[config.mk]
export PLATFORM = sky130hd
export DESIGN_NAME = mod_ud_counter
export DESIGN_NICKNAME = d
export VERILOG_FILES = /design/src/rtl/mod_ud_counter.sv
export SDC_FILE = /design/constraint.sdc
export NUM_CORES = 1
export LEC_CHECK = 0
export CAP_MARGIN = 20
export CORE_ASPECT_RATIO = 1.4
export CORE_UTILIZATION = 49
export CTS_BUF_LIST = sky130_fd_sc_hd__clkbuf_2 sky130_fd_sc_hd__clkbuf_4 sky130_fd_sc_hd__clkbuf_8
export CTS_CLUSTER_DIAMETER = 50
export CTS_CLUSTER_SIZE = 8
export DETAILED_ROUTE_END_ITERATION = 12
export PLACE_DENSITY = 0.82
export SKIP_CTS_REPAIR_TIMING = 1
export SLEW_MARGIN = 0
export SYNTH_ARGS = -nofsm -noshare
export SYNTH_HDL_FRONTEND = slang
export SYNTH_SLANG_ARGS = --single-unit
export TNS_END_PERCENT = 50
[constraint.sdc]
create_clock -name clock -period 3.28 [get_ports clock]
set_clock_uncertainty 0.2 [all_clocks]
set_input_delay 0.656 -clock clock [delete_from_list [all_inputs] [get_ports clock]]
set_output_delay 0.656 -clock clock [all_outputs]
set_load 0.02 [all_outputs]
[src/rtl/mod_ud_counter.sv]
// Bounded up/down counter over [0, limit] with wrap or saturate boundary handling,
// a registered boundary pulse (carry) and a sticky boundary flag (overflow).
module mod_ud_counter #(
    parameter int unsigned Size     = 8,
    parameter int unsigned Saturate = 0
) (
    input  logic            clock,
    input  logic            reset,
    input  logic            clear,
    input  logic            load,
    input  logic [Size-1:0] data_i,
    input  logic [Size-1:0] limit,
    input  logic            count,
    input  logic            direction,
    output logic [Size-1:0] data_o,
    output logic            at_max,
    output logic            at_zero,
    output logic            carry,
    output logic            overflow
);

    logic [Size-1:0] cnt_q, cnt_d;
    logic            carry_q, carry_d;
    logic            ovf_q, ovf_d;
    logic            boundary;

    always_comb begin
        cnt_d    = cnt_q;
        boundary = 1'b0;
        carry_d  = 1'b0;
        ovf_d    = ovf_q;
        if (clear) begin
            cnt_d = '0;
            ovf_d = 1'b0;
        end else if (load) begin
            cnt_d = data_i;
        end else if (count) begin
            if (!direction) begin
                // Values above limit (after a load) also take the boundary path.
                if (cnt_q >= limit) begin
                    boundary = 1'b1;
                    cnt_d    = (Saturate != 0) ? limit : '0;
                end else begin
                    cnt_d = cnt_q + 1'b1;
                end
            end else begin
                if (cnt_q == '0) begin
                    boundary = 1'b1;
                    cnt_d    = (Saturate != 0) ? '0 : limit;
                end else begin
                    cnt_d = cnt_q - 1'b1;
                end
            end
            carry_d = boundary;
            ovf_d   = ovf_q | boundary;
        end
    end

    always_ff @(posedge clock or negedge reset) begin
        if (!reset) begin
            cnt_q   <= '0;
            carry_q <= 1'b0;
            ovf_q   <= 1'b0;
        end else begin
            cnt_q   <= cnt_d;
            carry_q <= carry_d;
            ovf_q   <= ovf_d;
        end
    end

    assign data_o   = cnt_q;
    assign carry    = carry_q;
    assign overflow = ovf_q;
    assign at_max   = (cnt_q >= limit);
    assign at_zero  = (cnt_q == '0);

endmodule

==> run_results.csv <==
group,metric,value,unit
run_status,status,"complete, but fails checks",
run_status,violations,"design-rule violations",
power_and_ir_drop,p_per_area,332,nW/µm²
sta,hold_viol,0,
cells_and_area,nets,216,
sta,period_needed,3.16,ns
hold_path,hold_class,"flip-flop to flip-flop",
yosys,synth_edf_count,0,
worst_setup_path,worstPathRequired,2.42,ns
sta,setup_slack,0.124,ns
floorplanning,die_w,43.7,µm
sta,clock.fmax,317,MHz
yosys,synth.net_count,175,
sta,slew_viol_final,0,
cells_and_area,finalNonFillerCells,204,
yosys,yosys_most_used_dff,"dfrtp_1",
floorplanning,ios,34,
power_and_ir_drop,ir_drop,0.191,mV
grt,antenna_found_initial,0,
floorplanning,row_count,20,
route,drcViolationCount,1,
power_and_ir_drop,p_leak,0.710,nW
placed_design,pre_cts_slack,-0.203,ns
clocking,cts_tree,"done",
sta,finalCritPeriodShare,0.962,
yosys,ys_types,45,
worst_setup_path,critical_path_class,"input pin to output port",
yosys,syn-cell-area,1190,µm²
worst_setup_path,start_kind,"input pin",
grt,grt_overflow_total,0,
cells_and_area,drive_above_1_share,0.143,
grt,grt_max_degree,18,
clocking,root_buffer,"clkbuf_4",
route,post_drt_wl_per_cell,16.3,µm
sta,maxSlewHeadroom,0.657,
power_and_ir_drop,total_power,0.542,mW
yosys,syn_avg_cell_area,8.41,µm²
cells_and_area,syn_to_final_growth,36.6,%
route,wl,3.33,mm
grt,grt_pass1_vias,1270,
route,drt_iter0_drc,50,
yosys,seq_area_frac_synth,0.209,
yosys,synth_seq_cells,10,
clocking,path_clk_slew,0.08,ns
worst_setup_path,worstSetupEndpointType,"output port",
placed_design,io_buffers,33,
placed_design,placedCellCount,200,
floorplanning,core-area,2230,µm²
run,drv_cap,0,
clocking,cts_buffer_depth,2,
yosys,synthArstFlopShare,1.00,
route,vias,1329,
route,drt_pass1_iterations,9,
route,vias_per_cell,6.51,
placed_design,hpwl,2.55,mm
floorplanning,die-height,60.4,µm
worst_setup_path,crit_arrival,2.30,ns
route,ant_nets,0,
cells_and_area,n_antenna_cell,0,
yosys,synth_cells,142,
placed_design,gp_congestion,0.879,
clocking,cts-buffers-inserted,3,
clocking,cts.htree.levels,1,
worst_setup_path,critPathMaxFanout,2,
floorplanning,die-area,2640,µm²
yosys,ys_warn_count,0,
grt,grt_pass1_wl,5.70,mm
sta,setup_viol,0,
grt,grt.total_usage,0.287,
sta,tightestPinTransition,0.513,ns
sta,rsz0062_at_grt,"no",
floorplanning,initial_core_util,0.537,
clocking,numClockSinks,10,
clocking,clock_latency,0.28,ns
stage by stage:
stage	cell area, µm²	setup TNS, ns	hold slack [ns]	util
2_1_floorplan	1190	0	0.160	-
3_3_place_gp	1590	-0.188	0.326	0.716
3_5_place_dp	1590	-0.203	0.345	0.716
4_1_cts	1630	-0.203	0.356	0.732
5_1_grt	1630	0	0.407	0.733
6_report	1630	0	0.346	0.733
area by class of cell:
type,instances,area [µm²]
Timing Repair Buffer,44,415
Fill cell,177,594
Sequential cell,10,250
Inverter,16,60.1
Tap cell,22,27.5
Clock buffer,4,36.3
Multi-Input combinational cell,108,843
worst max-delay path, cell delays in order:
cell and delay, ns:
clkdlybuf4s50_1 0.46, ha_1 0.31, nand2b_4 0.15, a2111oi_4 0.37, o311ai_2 0.13, dlymetal6s2s_1 0.23
state kept, by name (all words and copies together) (netlist names):
| register | flops |
|---|---|
| overflow | 1 |
| data_o | 8 |
| carry | 1 |
cell families (layout without fill, tap and decap cells):
family	after synthesis	count (layout)	synth area share
AOI/OAI and AO/OA	46	46	0.321
and+or+nand+nor	46	46	0.232
buffers and inverters	24	64	0.0848
adders and majority gates	11	11	0.115
DFF	10	10	0.209
xor gates and xnor gates	5	5	0.0366
cells in the final DEF, fill, tap and decap left out, drive strengths merged, types with 4 or more instances in the layout:
cell type and count:
a21oi 11, buf 11, clkbuf 4, clkdlybuf4s50 32
dfrtp 10, ha 11, inv 16, nand2 10
nor2 7, nor3 8, nor3b 4, o21ai 6
o221ai 5, xnor2 5
worst paths after layout:
kind | startpoint | end | slack, ns | cells after the start
hold reg to reg | overflow | overflow | 0.35 | 2
min in group asynchronous | reset | data_o[4] | 0.51 | 1
setup / recovery | limit[0] | at_max | 0.12 | 6
setup reg to reg | data_o[6] | data_o[1] | 0.69 | 7
max in group asynchronous | reset | data_o[1] | 2.03 | 1
hold / removal | overflow | overflow | 0.35 | 2
power breakdown:
part           switching [mW]  internal (mW)
Combinational           0.138          0.133
Sequential             0.0188          0.133
Clock                  0.0521         0.0676
cells in the mapped netlist, types with 3 or more instances:
library cell / number / area share
clkbuf_1: 4 / 0.013
nor2_1: 7 / 0.022
and3_1: 3 / 0.016
xnor2_1: 5 / 0.037
o211ai_1: 3 / 0.019
or3_1: 3 / 0.016
o21ai_1: 3 / 0.013
buf_2: 3 / 0.013
a21oi_1: 11 / 0.046
o21ai_0: 3 / 0.013
nand2_1: 10 / 0.031
ha_1: 11 / 0.12
a31oi_1: 3 / 0.016
o221ai_2: 5 / 0.063
nor3b_1: 4 / 0.025
nor3_1: 7 / 0.029
dfrtp_1: 10 / 0.21
inv_1: 16 / 0.050
layer usage:
metal  vias to the layer above  share of wire  GRT usage
li1                        620              -          -
met1                       628           0.37      0.324
met2                        68           0.53      0.505
met3                        13          0.065     0.0476
met4                         0          0.034      0.161
met5                         -              0          0
Power figures use the tool's default switching activity.
